## src/rtl/cellrv32_package.sv

```systemverilog
`default_nettype none
// ============================================================================
//  Module   : cellrv32_package
//  Purpose  : Shared constants and types for the advanced PWM controller:
//             bus base/size, register offsets, CTRL bit positions, counter
//             direction and alignment-mode encodings.
//  Revision : 1.0 - initial release
// ============================================================================
package cellrv32_package;

    // IO bus window of the PWM controller
    localparam logic [31:0] pwm_base_c      = 32'hFFFFF000;
    localparam int          pwm_size_c      = 128;
    localparam int          pwm_hi_abb_c    = 31;
    localparam int          pwm_lo_abb_c    = $clog2(pwm_size_c);

    localparam logic [31:0] pwm_ctrl_addr_c = pwm_base_c + 32'h00;
    localparam logic [31:0] pwm_top_addr_c  = pwm_base_c + 32'h04;
    localparam logic [31:0] pwm_ch0_addr_c  = pwm_base_c + 32'h08;

    // CTRL register bit positions
    localparam int pwm_ctrl_en_c       = 0;
    localparam int pwm_ctrl_prsc_lsb_c = 1;
    localparam int pwm_ctrl_prsc_msb_c = 3;
    localparam int pwm_ctrl_mode_c     = 4;
    localparam int pwm_ctrl_irq_en_c   = 5;
    localparam int pwm_ctrl_irq_pnd_c  = 31;

    // CHi register: polarity bit
    localparam int pwm_ch_pol_c        = 31;

    typedef enum logic {
        MODE_EDGE   = 1'b0,
        MODE_CENTER = 1'b1
    } pwm_mode_t;

    typedef enum logic {
        DIR_UP   = 1'b0,
        DIR_DOWN = 1'b1
    } pwm_dir_t;

endpackage
`default_nettype wire

```

## src/rtl/cellrv32_pwm_adv_cnt.sv

```systemverilog
`default_nettype none
// ============================================================================
//  Module   : cellrv32_pwm_adv_cnt
//  Purpose  : PWM period counter. Edge mode counts 0..TOP and wraps; center
//             mode counts 0..TOP..0. Holds the active TOP copy, reloaded from
//             the buffer at each period boundary or continuously while
//             disabled, and emits a one-cycle boundary strobe.
//  Ports    : clk_i, rstn_i (async, active-low)
//             i_enable   - counter running
//             i_mode     - 0 edge-aligned, 1 center-aligned
//             i_tick     - prescaler tick
//             i_top_buf  - buffered TOP value
//             o_cnt      - current counter value
//             o_boundary - period boundary strobe (combinational)
//  Revision : 1.0 - initial release
// ============================================================================
module cellrv32_pwm_adv_cnt
    import cellrv32_package::*;
#(
    parameter int CNT_WIDTH = 16
) (
    input  logic                 clk_i,
    input  logic                 rstn_i,
    input  logic                 i_enable,
    input  logic                 i_mode,
    input  logic                 i_tick,
    input  logic [CNT_WIDTH-1:0] i_top_buf,
    output logic [CNT_WIDTH-1:0] o_cnt,
    output logic                 o_boundary
);

    logic [CNT_WIDTH-1:0] r_cnt;
    logic [CNT_WIDTH-1:0] r_top_act;
    pwm_dir_t             r_dir;
    logic                 w_boundary;

    always_comb begin
        w_boundary = 1'b0;
        if (i_enable && i_tick) begin
            if (r_top_act == '0) begin
                w_boundary = 1'b1;
            end else if (i_mode == MODE_EDGE) begin
                w_boundary = (r_cnt >= r_top_act);
            end else begin
                w_boundary = (r_dir == DIR_DOWN) && (r_cnt == '0);
            end
        end
    end

    always_ff @(posedge clk_i or negedge rstn_i) begin
        if (!rstn_i) begin
            r_cnt     <= '0;
            r_top_act <= '0;
            r_dir     <= DIR_UP;
        end else if (!i_enable) begin
            r_cnt     <= '0;
            r_dir     <= DIR_UP;
            r_top_act <= i_top_buf;
        end else if (i_tick) begin
            if (w_boundary) begin
                // New period: center mode has already spent the tick at 0,
                // so it resumes at 1 unless the new TOP pins the counter at 0.
                r_top_act <= i_top_buf;
                r_dir     <= DIR_UP;
                if ((i_mode == MODE_CENTER) && (i_top_buf != '0)) begin
                    r_cnt <= CNT_WIDTH'(1);
                end else begin
                    r_cnt <= '0;
                end
            end else if (i_mode == MODE_EDGE) begin
                r_cnt <= r_cnt + CNT_WIDTH'(1);
                r_dir <= DIR_UP;
            end else if (r_dir == DIR_UP) begin
                if (r_cnt >= r_top_act) begin
                    r_dir <= DIR_DOWN;
                    r_cnt <= r_cnt - CNT_WIDTH'(1);
                end else begin
                    r_cnt <= r_cnt + CNT_WIDTH'(1);
                end
            end else begin
                r_cnt <= r_cnt - CNT_WIDTH'(1);
            end
        end
    end

    assign o_cnt      = r_cnt;
    assign o_boundary = w_boundary;

endmodule
`default_nettype wire

```

## src/rtl/cellrv32_pwm_adv.sv

```systemverilog
`default_nettype none
// ============================================================================
//  Module   : cellrv32_pwm_adv
//  Purpose  : Advanced PWM controller on the processor IO bus. Programmable
//             TOP, edge/center alignment, per-channel polarity, and
//             double-buffered TOP/duty/polarity that update at period
//             boundaries (or every cycle while disabled).
//  Macro    : CELLRV32_PWM_IRQ_EN - enables the period-end interrupt
//             (CTRL.irq_en, CTRL.irq_pending, irq_o). Undefined: irq_o = 0.
//  Ports    : clk_i, rstn_i (async, active-low)
//             addr_i, rden_i, wren_i, data_i, data_o, ack_o - IO bus
//             clkgen_en_o - clock generator enable, clkgen_i - prescaler ticks
//             pwm_o - PWM outputs, irq_o - period-end interrupt
//  Revision : 1.0 - initial release
// ============================================================================
module cellrv32_pwm_adv
    import cellrv32_package::*;
#(
    parameter int NUM_CHANNELS = 8,
    parameter int CNT_WIDTH    = 16
) (
    input  logic                    clk_i,
    input  logic                    rstn_i,
    input  logic [31:0]             addr_i,
    input  logic                    rden_i,
    input  logic                    wren_i,
    input  logic [31:0]             data_i,
    output logic [31:0]             data_o,
    output logic                    ack_o,
    output logic                    clkgen_en_o,
    input  logic [7:0]              clkgen_i,
    output logic [NUM_CHANNELS-1:0] pwm_o,
    output logic                    irq_o
);

    localparam logic [4:0] C_CTRL_OFFS = pwm_ctrl_addr_c[6:2];
    localparam logic [4:0] C_TOP_OFFS  = pwm_top_addr_c[6:2];
    localparam logic [4:0] C_CH0_OFFS  = pwm_ch0_addr_c[6:2];

    if ((NUM_CHANNELS < 1) || (NUM_CHANNELS > 16)) begin : g_chk_channels
        $error("cellrv32_pwm_adv: NUM_CHANNELS must be in 1..16");
    end
    if ((CNT_WIDTH < 8) || (CNT_WIDTH > 16)) begin : g_chk_width
        $error("cellrv32_pwm_adv: CNT_WIDTH must be in 8..16");
    end

    logic                 r_enable;
    logic [2:0]           r_prsc;
    logic                 r_mode;
    logic [CNT_WIDTH-1:0] r_top_buf;
    logic                 r_ack;
    logic [31:0]          r_data;

    logic                 w_acc_en;
    logic                 w_wr;
    logic                 w_rd;
    logic [4:0]           w_offset;
    logic [4:0]           w_ch_idx;
    logic                 w_ch_hit;
    logic [31:0]          w_rdata;
    logic                 w_tick;
    logic [CNT_WIDTH-1:0] w_cnt;
    logic                 w_boundary;
    logic                 w_irq_en_rd;
    logic                 w_irq_pnd_rd;
    logic [CNT_WIDTH-1:0] w_duty_rd [16];
    logic                 w_pol_rd  [16];
    logic                 w_unused_bits;

    // ---------------- bus decode ----------------
    assign w_acc_en = (addr_i[pwm_hi_abb_c:pwm_lo_abb_c] == pwm_base_c[pwm_hi_abb_c:pwm_lo_abb_c]);
    assign w_wr     = w_acc_en & wren_i;
    assign w_rd     = w_acc_en & rden_i;
    assign w_offset = addr_i[pwm_lo_abb_c-1:2];
    assign w_ch_idx = w_offset - C_CH0_OFFS;
    assign w_ch_hit = (w_offset >= C_CH0_OFFS) && (w_ch_idx < 5'd16);

    assign w_unused_bits = ^{addr_i[1:0], data_i[30:CNT_WIDTH]};

    // ---------------- control / TOP buffer ----------------
    always_ff @(posedge clk_i or negedge rstn_i) begin
        if (!rstn_i) begin
            r_enable  <= 1'b0;
            r_prsc    <= '0;
            r_mode    <= 1'b0;
            r_top_buf <= '0;
        end else if (w_wr) begin
            if (w_offset == C_CTRL_OFFS) begin
                r_enable <= data_i[pwm_ctrl_en_c];
                r_prsc   <= data_i[pwm_ctrl_prsc_msb_c:pwm_ctrl_prsc_lsb_c];
                r_mode   <= data_i[pwm_ctrl_mode_c];
            end
            if (w_offset == C_TOP_OFFS) begin
                r_top_buf <= data_i[CNT_WIDTH-1:0];
            end
        end
    end

    assign clkgen_en_o = r_enable;
    assign w_tick      = clkgen_i[r_prsc];

    // ---------------- period counter ----------------
    cellrv32_pwm_adv_cnt #(
        .CNT_WIDTH (CNT_WIDTH)
    ) u_cnt (
        .clk_i      (clk_i),
        .rstn_i     (rstn_i),
        .i_enable   (r_enable),
        .i_mode     (r_mode),
        .i_tick     (w_tick),
        .i_top_buf  (r_top_buf),
        .o_cnt      (w_cnt),
        .o_boundary (w_boundary)
    );

    // ---------------- channels ----------------
    // The readback arrays are always 16 deep; absent channels read as 0,
    // which keeps the read mux independent of NUM_CHANNELS.
    for (genvar i = 0; i < 16; i++) begin : g_ch
        if (i < NUM_CHANNELS) begin : g_present
            localparam logic [4:0] C_OFFS = C_CH0_OFFS + 5'(i);

            logic [CNT_WIDTH-1:0] r_duty_buf;
            logic [CNT_WIDTH-1:0] r_duty_act;
            logic                 r_pol_buf;
            logic                 r_pol_act;
            logic                 r_pwm;

            always_ff @(posedge clk_i or negedge rstn_i) begin
                if (!rstn_i) begin
                    r_duty_buf <= '0;
                    r_duty_act <= '0;
                    r_pol_buf  <= 1'b0;
                    r_pol_act  <= 1'b0;
                    r_pwm      <= 1'b0;
                end else begin
                    if (w_wr && (w_offset == C_OFFS)) begin
                        r_duty_buf <= data_i[CNT_WIDTH-1:0];
                        r_pol_buf  <= data_i[pwm_ch_pol_c];
                    end
                    // Active copy samples the buffer before any same-cycle
                    // write lands, so a write at a boundary waits one period.
                    if (!r_enable || w_boundary) begin
                        r_duty_act <= r_duty_buf;
                        r_pol_act  <= r_pol_buf;
                    end
                    if (r_enable) begin
                        r_pwm <= (w_cnt < r_duty_act) ^ r_pol_act;
                    end else begin
                        r_pwm <= r_pol_buf;
                    end
                end
            end

            assign w_duty_rd[i] = r_duty_buf;
            assign w_pol_rd[i]  = r_pol_buf;
            assign pwm_o[i]     = r_pwm;
        end else begin : g_absent
            assign w_duty_rd[i] = '0;
            assign w_pol_rd[i]  = 1'b0;
        end
    end

    // ---------------- interrupt ----------------
`ifdef CELLRV32_PWM_IRQ_EN
    logic r_irq_en;
    logic r_irq_pnd;
    logic r_irq;

    always_ff @(posedge clk_i or negedge rstn_i) begin
        if (!rstn_i) begin
            r_irq_en  <= 1'b0;
            r_irq_pnd <= 1'b0;
            r_irq     <= 1'b0;
        end else begin
            if (w_wr && (w_offset == C_CTRL_OFFS)) begin
                r_irq_en <= data_i[pwm_ctrl_irq_en_c];
            end
            // A boundary beats a simultaneous clear request.
            if (w_boundary) begin
                r_irq_pnd <= 1'b1;
            end else if (w_wr && (w_offset == C_CTRL_OFFS) && data_i[pwm_ctrl_irq_pnd_c]) begin
                r_irq_pnd <= 1'b0;
            end
            r_irq <= r_irq_pnd & r_irq_en;
        end
    end

    assign irq_o        = r_irq;
    assign w_irq_en_rd  = r_irq_en;
    assign w_irq_pnd_rd = r_irq_pnd;
`else
    assign irq_o        = 1'b0;
    assign w_irq_en_rd  = 1'b0;
    assign w_irq_pnd_rd = 1'b0;
`endif

    // ---------------- read mux ----------------
    always_comb begin
        w_rdata = '0;
        if (w_offset == C_CTRL_OFFS) begin
            w_rdata[pwm_ctrl_en_c]                           = r_enable;
            w_rdata[pwm_ctrl_prsc_msb_c:pwm_ctrl_prsc_lsb_c] = r_prsc;
            w_rdata[pwm_ctrl_mode_c]                         = r_mode;
            w_rdata[pwm_ctrl_irq_en_c]                       = w_irq_en_rd;
            w_rdata[pwm_ctrl_irq_pnd_c]                      = w_irq_pnd_rd;
        end else if (w_offset == C_TOP_OFFS) begin
            w_rdata[CNT_WIDTH-1:0] = r_top_buf;
        end else if (w_ch_hit) begin
            w_rdata[CNT_WIDTH-1:0] = w_duty_rd[w_ch_idx[3:0]];
            w_rdata[pwm_ch_pol_c]  = w_pol_rd[w_ch_idx[3:0]];
        end
    end

    always_ff @(posedge clk_i or negedge rstn_i) begin
        if (!rstn_i) begin
            r_ack  <= 1'b0;
            r_data <= '0;
        end else begin
            r_ack  <= w_wr | w_rd;
            r_data <= w_rd ? w_rdata : 32'h0;
        end
    end

    assign ack_o  = r_ack;
    assign data_o = r_data;

endmodule
`default_nettype wire
```

## config.mk

```make
export PLATFORM = sky130hd
export DESIGN_NAME = cellrv32_pwm_adv
export DESIGN_NICKNAME = d
export VERILOG_FILES = /design/src/rtl/cellrv32_package.sv /design/src/rtl/cellrv32_pwm_adv_cnt.sv /design/src/rtl/cellrv32_pwm_adv.sv
export SDC_FILE = /design/constraint.sdc
export NUM_CORES = 1
export LEC_CHECK = 0
export BUFFER_PORTS_ARGS = -buffer_cell sky130_fd_sc_hd__buf_2
export CORE_ASPECT_RATIO = 0.9
export CORE_UTILIZATION = 45
export CTS_BUF_LIST = sky130_fd_sc_hd__clkbuf_2 sky130_fd_sc_hd__clkbuf_4 sky130_fd_sc_hd__clkbuf_8
export DETAILED_ROUTE_END_ITERATION = 12
export PLACE_DENSITY = 0.58
export SETUP_SLACK_MARGIN = 0.02
export SLEW_MARGIN = 30
export SYNTH_ARGS = -nofsm -noshare
export SYNTH_HDL_FRONTEND = slang
export SYNTH_SLANG_ARGS = --single-unit
```

## constraint.sdc

```tcl
create_clock -name clk_i -period 5.1 [get_ports clk_i]
set_clock_uncertainty 0.1 [all_clocks]
set_input_delay 0.51 -clock clk_i [delete_from_list [all_inputs] [get_ports clk_i]]
set_output_delay 0.51 -clock clk_i [all_outputs]
set_load 0.01 [all_outputs]
```

==> results of run 1 <==
## area by class of cell
type	instances	share of cell area
Sequential cell	352	0.433
Multi-Input combinational cell	1067	0.419
Clock buffer	85	0.0504
Timing Repair Buffer	107	0.0331
Tap cell	532	0.0327
Inverter	149	0.0275
Clock inverter	10	0.00455
Antenna cell	3	0.000369
## critical path: stages, from the launching register on
cell and delay (ns):
dfrtp_1 0.84, ha_1 0.37, nand4_1 0.17, a21oi_1 0.09
or3_1 0.40, o21ai_1 0.23, and2_1 0.75, mux2i_1 0.28
mux2_2 0.35, a21boi_1 0.13
## placed cells by master (no fill, tap or decap), types with 40 or more instances in the layout
master    instances
a21oi_1          47
a21o_1           40
inv_1           148
dfrtp_1         352
clkbuf_8         62
mux2_2          164
nand2_1         175
o21ai_0         174
ha_1            141
buf_2            84
## stage by stage
step / setup slack [ns] / utilization
2_1_floorplan: 1.90 / -
3_3_place_gp: 1.38 / 0.481
3_5_place_dp: 1.35 / 0.482
4_1_cts: 1.30 / 0.510
5_1_grt: 1.06 / 0.510
6_report: 1.28 / 0.510
## sequential cells by signal (all words and copies together) (netlist names)
register and cells:
u_cnt.r_top_act 16, r_top_buf 16, r_prsc 3, u_cnt.r_dir 1
g_ch.g_present.r_pol_act 8, data_o 17, g_ch.g_present.r_duty_act 128, ack_o 1
g_ch.g_present.r_pol_buf 8, clkgen_en_o 1, r_mode 1, u_cnt.o_cnt 16
g_ch.g_present.r_pwm 8, g_ch.g_present.r_duty_buf 128
## final timing paths
check,from,to
min reg2reg,g_ch[2].g_present.r_duty_buf[7],g_ch[2].g_present.r_duty_act[7]
max in group asynchronous,rstn_i,r_top_buf[7]
max,u_cnt.o_cnt[8],u_cnt.o_cnt[11]
max reg2reg,u_cnt.o_cnt[8],u_cnt.o_cnt[11]
min in group asynchronous,rstn_i,data_o[15]
min,data_i[31],g_ch[5].g_present.r_pol_buf
## report_power, final
group | internal, mW | leakage (nW) | switching [mW]
clock | 1.33 | 0.606 | 1.15
sequential | 2.79 | 4.92 | 0.0000000495
combinational | 0.0465 | 4.39 | 0.128
## cell families after synthesis
| group | Yosys count | share of synthesized area |
|---|---|---|
| XOR/XNOR | 10 | 0.00477 |
| AO/OA/AOI/OAI | 322 | 0.102 |
| adder cells (fa/ha/maj) | 141 | 0.0960 |
| multiplexers | 239 | 0.169 |
| other | 1 | 0.000204 |
| flip-flops | 352 | 0.479 |
| AND/OR/NAND/NOR | 339 | 0.0881 |
| buffers and inverters | 248 | 0.0604 |
## layer usage
metal / track usage / share of wire
met1: 0.347 / 0.48
met4: 0.0848 / 0.024
met2: 0.358 / 0.45
met5: 0 / 0
met3: 0.0351 / 0.044
==> flow_summary.yaml, run 1 <==
detailed_routing:
  dr.pass1.iters: 5
  wl_per_cell_um: 20.7
  drt-initial-drc-count: 853
  ant_nets: 0
  route.detailed.drc: 0
  finalWirelength_um: 47800
  via_per_inst: 5.51
  vias: 12700
yosys:
  synth.most_common_cell: "dfrtp_1"
  synth_ff_type: "dfrtp_1"
  synth_area_um2: 18400
  ys_seq_area_frac: 0.479
  syn_avg_cell_area_um2: 11.1
  synth.top_cells.by_area: "dfrtp_1 48%, mux2_2 10%, ha_1 9.6%, o21ai_0 4.7%, mux4_2 4.4%"
  synthArstFlopShare: 1.00
  yosys_register_bits: 352
  synth_common_cells: "352 x dfrtp_1, 176 x nand2_1, 174 x o21ai_0, 164 x mux2_2, 148 x inv_1"
  netlist_instances: 1652
  synth_edf_count: 0
  synth_top_cell_area_share: 0.479
  yosysWarnings: 0
  yosysTopAreaCell: "dfrtp_1"
  synthDistinctLibCells: 59
cts:
  cts-buffers-inserted: 59
  clkSinkCount: 352
  hold_buffers: 1
  cts_tree: "yes"
  worstSkewPairLatency_ns: 0.66
  cts_root_buffer: "clkbuf_8"
  cts.htree.levels: 2
  clk_path_buf_depth: 3
  cts_setup_buffers: 0
  post_cts_resized: 0
  path_clk_slew_ns: 0.07
placed_design:
  gp_congestion: 0.863
  hpwl_um: 32900
  dpl_cell_area_um2: 19200
  numPortBuffers: 85
  dp_cells: 2206
global_routing:
  grt.total_usage: 0.237
  antenna_found_initial: 4
  grt_pass1_vias: 12800
  grt_pass1_wl_um: 75900
  grt_max_degree: 128
  grt_remaining_overflow: 0
finish:
  finalNonFillerCells: 2305
  syn2layout_area_growth_pct: 10.8
  nets: 1953
  fin_area_um2: 20400
  drive_gt1_frac: 0.240
  final-seq-area_um2: 8810
  n_fill_cell: 3656
  multi_input_area_um2: 8520
floorplan:
  initial_core_util: 0.461
  coreArea_um2: 39900
  die-width_um: 215
  pin_count: 119
  die_area_um2: 41600
  die_height_um: 194
  rows: 69
setup_path:
  crit_path_start_kind: "register"
  arrival_ns: 4.27
  regToRegSetupSlack_ns: 1.28
  path_max_fanout: 18
  crit_type: "reg2reg"
  cp.required_ns: 5.55
  end_kind: "register"
  rr_worst_depth: 9
sta:
  rsz0062_at_grt: "false"
  fmax_mhz: 262
  hold_viol: 0
  slew_headroom: 0.393
  worst_pin_slew_ns: 0.911
  finalCriticalPeriod_ns: 3.82
  fin_crit_sh: 0.750
  final-setup-viol-count: 0
  slew_viol_final: 0
  hold_ws_ns: 0.110
  setup_tns_ns: 0
power_and_ir_drop:
  power_mw: 5.45
  cellPowerDensity_nw_per_um2: 268
  vdd_drop_max_uv: 191
  p_leak_nw: 9.92
hold_path:
  holdCritPathClass: "in2reg"
  whs_path_depth: 2
run_status:
  status: "finished clean"
flow_run:
  maxCapViolations: 0
Power figures use the tool's default switching activity.
==> run 2: changes to the inputs <==
--- a/config.mk
+++ b/config.mk
@@ -10,7 +10,7 @@
 export CORE_UTILIZATION = 45
 export CTS_BUF_LIST = sky130_fd_sc_hd__clkbuf_2 sky130_fd_sc_hd__clkbuf_4 sky130_fd_sc_hd__clkbuf_8
 export DETAILED_ROUTE_END_ITERATION = 12
-export PLACE_DENSITY = 0.58
+export PLACE_DENSITY = 0.61
 export SETUP_SLACK_MARGIN = 0.02
 export SLEW_MARGIN = 30
 export SYNTH_ARGS = -nofsm -noshare
==> constraint.sdc (replaced) <==
create_clock -name clk_i -period 3.31 [get_ports clk_i]
set_clock_uncertainty 0.1 [all_clocks]
set_input_delay 0.331 -clock clk_i [delete_from_list [all_inputs] [get_ports clk_i]]
set_output_delay 0.331 -clock clk_i [all_outputs]
set_load 0.01 [all_outputs]
==> run 2 against run 1 <==
  * Core utilization up 1.7 points
  * Power up 60%
  * Die area unchanged
  * Critical path depth rose by 1
  * Sequential share of layout area shrank 1.4 points
  * Hold slack got worse by 0.022 ns
  * Flip-flop and latch count stayed put
  * Sequential power up 54%
  * Combinational power up 62%
  * Non-clock buffer count increased by 55
  * Critical endpoint unchanged
  * Critical path type unchanged
  * First-iteration DRC count is 0.94% lower
  * Clock power grew 67%
==> flow_summary.yaml, run 2 (synthesized netlist as in run 1, its figures left out) <==
placed_design:
  hpwl_um: 33400
  dp_cells: 2244
  gp_congestion: 0.874
  numPortBuffers: 85
  dpl_cell_area_um2: 19600
detailed_routing:
  ant_nets: 0
  dr.pass1.iters: 5
  drt-initial-drc-count: 845
  via_per_inst: 5.45
  finalWirelength_um: 46700
  vias: 12900
  wl_per_cell_um: 19.8
  route.detailed.drc: 0
floorplan:
  initial_core_util: 0.461
  die_height_um: 194
  rows: 69
  die_area_um2: 41600
  coreArea_um2: 39900
  die-width_um: 215
  pin_count: 119
global_routing:
  grt_pass1_vias: 13000
  grt.total_usage: 0.231
  antenna_found_initial: 1
  grt_pass1_wl_um: 74700
  grt_remaining_overflow: 0
  grt_max_degree: 80
setup_path:
  crit_path_start_kind: "register"
  cp.required_ns: 3.77
  path_buf_inv: 1
  crit_chain: "inv_1 -> ha_1 -> nand4_1 -> a21oi_1 -> or3_1 -> o21ai_1 -> and2_1 -> mux2i_1 -> mux2_2 -> a21boi_1"
  critPathMaxStageDelay_ns: 0.40
  slowest_stage: "dfrtp_1"
  path_max_fanout: 6
  end_kind: "register"
  critPathTopFamily: "simple AND/OR/NAND/NOR gates"
  crit_type: "reg2reg"
  arrival_ns: 3.43
sta:
  final-setup-viol-count: 0
  fmax_mhz: 336
  hold_viol: 0
  hold_ws_ns: 0.0880
  setup_tns_ns: 0
  finalCriticalPeriod_ns: 2.97
  fin_crit_sh: 0.899
  worst_pin_slew_ns: 0.705
  slew_viol_final: 0
  rsz0062_at_grt: "false"
  slew_headroom: 0.526
power_and_ir_drop:
  power_frac_seq: 0.493
  p_leak_nw: 10.3
  switchingPower_mw: 1.98
  switching_share: 0.226
  cellPowerDensity_nw_per_um2: 416
  intPower_mw: 6.77
  clockPowerShare: 0.475
  power_frac_comb: 0.032
  vdd_drop_max_uv: 284
finish:
  syn2layout_area_growth_pct: 14.4
  post-route-util: 0.527
  nets: 2008
  n_fill_cell: 3557
  mostFrequentLayoutCell: "dfrtp_1"
  finalNonFillerCells: 2365
  drive_gt1_frac: 0.256
  fin_area_um2: 21000
  layout_common_cells: "352 x dfrtp_1, 176 x nand2_1, 174 x o21ai_0, 164 x mux2_2, 148 x inv_1"
  diodes: 0
cts:
  cts.htree.levels: 2
  clkSinkCount: 352
  worstSkewPairLatency_ns: 0.66
  cts_root_buffer: "clkbuf_8"
  cts-buffers-inserted: 59
  clk_path_buf_depth: 3
  path_clk_slew_ns: 0.06
  cts_tree: "yes"
flow_run:
  maxCapViolations: 0
hold_path:
  holdCritPathClass: "in2reg"
run_status:
  status: "finished clean"
==> run 2: cell types whose count changed in the layout (fill, tap and decap cells not counted) <==
cell,before,now
clkbuf_8,62,77
clkbuf_4,23,20
clkinv_2,7,3
buf_16,1,0
nand2_2,1,0
clkinv_8,0,2
inv_8,1,0
dlygate4sd3_1,1,18
inv_12,1,0
buf_12,4,10
diode_2,3,0
nand2_1,175,176
buf_4,16,49
==> run 2: worst register-to-register path, cell delays in order (launching register included) <==
cell and delay [ns]:
dfrtp_1 0.40, inv_1 0.08, ha_1 0.29, nand4_1 0.16
a21oi_1 0.09, or3_1 0.41, o21ai_1 0.21, and2_1 0.31
mux2i_1 0.34, mux2_2 0.37, a21boi_1 0.15
==> run 2: worst paths after layout <==
| kind | from | to | slack [ns] | depth (start not counted) |
|---|---|---|---|---|
| max in group asynchronous | rstn_i | g_ch[1].g_present.r_duty_buf[14] | 2.03 | 3 |
| max | u_cnt.r_top_act[8] | u_cnt.o_cnt[11] | 0.34 | 10 |
| max reg2reg | u_cnt.r_top_act[8] | u_cnt.o_cnt[11] | 0.34 | 10 |
| min in group asynchronous | rstn_i | g_ch[2].g_present.r_duty_buf[8] | 0.19 | 2 |
| min | wren_i | ack_o | 0.09 | 4 |
| min reg2reg | g_ch[4].g_present.r_duty_buf[6] | g_ch[4].g_present.r_duty_act[6] | 0.39 | 2 |
==> run 2: layer usage <==
layer | up-vias | global-route usage | share of wire
met1 | 6450 | 0.333 | 0.47
met3 | 76 | 0.0295 | 0.048
met5 | - | 0 | 0
li1 | 6073 | - | -
met2 | 298 | 0.359 | 0.46
met4 | 0 | 0.0793 | 0.025
==> run 2: power groups by stage <==
| stage | sequential [mW] | combinational [mW] | clock [mW] |
|---|---|---|---|
| 2_1_floorplan | 4.38 | 0.0991 | 0 |
| 3_3_place_gp | 4.38 | 0.268 | 0 |
| 3_5_place_dp | 4.38 | 0.271 | 0 |
| 4_1_cts | 4.30 | 0.289 | 4.26 |
| 5_1_grt | 4.30 | 0.314 | 4.45 |
| 6_report | 4.31 | 0.284 | 4.15 |
==> run 2: repair_timing <==
action                                 in CTS  in global routing
resized for setup                           0                  0
setup buffers                               0                  0
hold buffers                               18                  0
endpoints found under the hold margin     200                  0
==> run 2: final cells by class <==
type,instances,area [um^2],share of cell area
Sequential cell,352,8810,0.419
Multi-Input combinational cell,1067,8520,0.405
Clock buffer,97,1210,0.0575
Timing Repair Buffer,162,1180,0.0563
Tap cell,532,666,0.0317
Inverter,149,559,0.0266
Clock inverter,6,77.6,0.00369
==> run 2: per-stage QoR <==
| stage | worst slack (ns) | power [mW] |
|---|---|---|
| finish | 0.336 | 8.74 |
| global route | 0.189 | 9.06 |
| CTS | 0.347 | 8.85 |
| detailed placement | 0.359 | 4.65 |
| global placement | 0.387 | 4.65 |
| floorplan | 0.286 | 4.48 |
==> run 3: changes to the inputs <==
--- a/config.mk
+++ b/config.mk
@@ -6,7 +6,6 @@
 export NUM_CORES = 1
 export LEC_CHECK = 0
 export BUFFER_PORTS_ARGS = -buffer_cell sky130_fd_sc_hd__buf_2
-export CORE_ASPECT_RATIO = 0.9
 export CORE_UTILIZATION = 45
 export CTS_BUF_LIST = sky130_fd_sc_hd__clkbuf_2 sky130_fd_sc_hd__clkbuf_4 sky130_fd_sc_hd__clkbuf_8
 export DETAILED_ROUTE_END_ITERATION = 12
==> constraint.sdc (replaced) <==
create_clock -name clk_i -period 3.31 [get_ports clk_i]
set_clock_uncertainty 0.1 [all_clocks]
set_input_delay 0.8275 -clock clk_i [delete_from_list [all_inputs] [get_ports clk_i]]
set_output_delay 0.8275 -clock clk_i [all_outputs]
set_load 0.01 [all_outputs]
==> run 3 against run 2 <==
  * First-iteration DRC count fell by 14%
  * Routed wire length rose by 1.6%
  * Global-route usage rose by 0.35 points
  * Power rose by 1.2%
  * Highest routed layer unchanged
==> flow_summary.yaml, run 3 (synthesized netlist as in run 1, its figures left out) <==
global_routing:
  antenna_found_initial: 0
  grt_remaining_overflow: 0
  grt_pass1_vias: 13100
  grt_max_degree: 78
  grt.total_usage: 0.235
  grt_pass1_wl_um: 74700
placed_design:
  numPortBuffers: 85
  dp_slack_ns: 0.192
  gp_congestion: 0.864
  hpwl_um: 33800
setup_path:
  crit_type: "reg2reg"
  critPathMaxStageDelay_ns: 0.42
  cp.required_ns: 3.74
  arrival_ns: 3.59
  crit_path_start_kind: "register"
  path_max_fanout: 11
  crit_top_cell: "buf_4"
  slowest_stage: "dfrtp_1"
  crit_chain: "inv_1 -> ha_1 -> nand4_1 -> a211oi_2 -> o21a_1 -> nor2_1 -> o31a_1 -> o21ai_4 -> buf_4 -> buf_4 -> mux2_2"
  end_kind: "register"
cts:
  clk_path_buf_depth: 3
  cts-buffers-inserted: 59
  path_clk_slew_ns: 0.07
  clkSinkCount: 352
  cts.htree.levels: 2
  cts_tree: "yes"
  cts_root_buffer: "clkbuf_8"
  hold_buffers: 0
  worstSkewPairLatency_ns: 0.66
sta:
  hold_viol: 0
  final-setup-viol-count: 0
  rsz0062_at_grt: "false"
  post-route-worst-setup-slack_ns: 0.144
  slew_viol_final: 0
  finalCriticalPeriod_ns: 3.17
  worst_pin_slew_ns: 0.684
  fmax_mhz: 316
  slew_headroom: 0.544
  setup_tns_ns: 0
  fin_crit_sh: 0.956
finish:
  syn2layout_area_growth_pct: 14.7
  n_fill_cell: 3539
  final-seq-area_um2: 8810
  nets: 1998
  drive_gt1_frac: 0.265
  layout_common_cells: "352 x dfrtp_1, 176 x nand2_1, 174 x o21ai_0, 164 x mux2_2, 148 x inv_1"
  multi_input_area_um2: 8530
  mostFrequentLayoutCell: "dfrtp_1"
detailed_routing:
  ant_nets: 0
  dr.pass1.iters: 7
  drt-initial-drc-count: 730
  route.detailed.drc: 0
  wl_per_cell_um: 20.2
  finalWirelength_um: 47400
  via_per_inst: 5.50
  vias: 12900
power_and_ir_drop:
  intPower_mw: 6.86
  switching_share: 0.225
  switchingPower_mw: 1.99
  power_frac_comb: 0.032
  power_frac_seq: 0.487
  clockPowerShare: 0.481
  vdd_drop_max_uv: 521
  p_leak_nw: 10.3
  cellPowerDensity_nw_per_um2: 420
floorplan:
  rows: 73
  die-width_um: 204
  pin_count: 119
  initial_core_util: 0.459
  coreArea_um2: 40000
  die_area_um2: 41600
  die_height_um: 204
flow_run:
  maxCapViolations: 0
run_status:
  status: "finished clean"
hold_path:
  holdCritPathClass: "in2async"
## run 3: power by group through the flow
stage	combinational, mW	clock, mW	sequential [mW]
floorplan	0.0993	0	4.38
global placement	0.288	0	4.38
detailed placement	0.292	0	4.38
CTS	0.292	4.34	4.30
global route	0.316	4.53	4.30
finish	0.285	4.26	4.30
## run 3: final timing paths
check	endpoint	slack [ns]	from	depth (start not counted)
hold reg to reg	g_ch[0].g_present.r_duty_act[6]	0.40	g_ch[0].g_present.r_duty_buf[6]	2
setup / recovery	g_ch[3].g_present.r_pol_act	0.14	u_cnt.r_top_act[8]	11
setup reg to reg	g_ch[3].g_present.r_pol_act	0.14	u_cnt.r_top_act[8]	11
min in group clk_i	g_ch[0].g_present.r_duty_act[6]	0.40	g_ch[0].g_present.r_duty_buf[6]	2
max in group asynchronous	g_ch[7].g_present.r_pol_act	2.18	rstn_i	2
hold / removal	g_ch[2].g_present.r_duty_act[9]	0.04	rstn_i	1
## run 3: layout make-up
cell class                      count  share of cell area
Inverter                          149              0.0265
Antenna cell                        1            0.000119
Clock inverter                     15             0.00712
Multi-Input combinational cell   1067               0.405
Sequential cell                   352               0.418
Clock buffer                       92              0.0553
Timing Repair Buffer              152              0.0574
Tap cell                          525              0.0312
## run 3: worst max-delay path, delay by kind of cell (launching register included)
kind                       cells  cell delay [ns]
adders and majority gates      1             0.28
DFF                            1             0.42
and+or+nand+nor                2             0.28
muxes                          1             0.34
buffers and inverters          3             0.42
AOI/OAI and AO/OA              4             1.18
## run 3: metal layers
metal	track usage	vias up	share of wire
met1	0.324	6530	0.46
li1	-	6072	-
met3	0.0327	76	0.040
met2	0.380	261	0.48
met4	0.0784	0	0.025
met5	0	-	0
## run 3: metrics by stage
stage / util / instance area, um^2 / total power, mW / hold WS [ns] / cells
6_report: 0.527 / 21100 / 8.85 / 0.0440 / 2353
3_5_place_dp: 0.493 / 19700 / 4.67 / 0.388 / 2242
5_1_grt: 0.527 / 21100 / 9.14 / 0.0979 / 2352
4_1_cts: 0.526 / 21000 / 8.94 / 0.0456 / 2349
2_1_floorplan: - / 18400 / 4.48 / 0.359 / 1667
3_3_place_gp: 0.493 / 19700 / 4.67 / 0.378 / 2242
## run 3: what timing repair did
action	CTS	global route
setup buffers	0	2
gates resized for setup	0	3
endpoints found under the setup margin	0	34
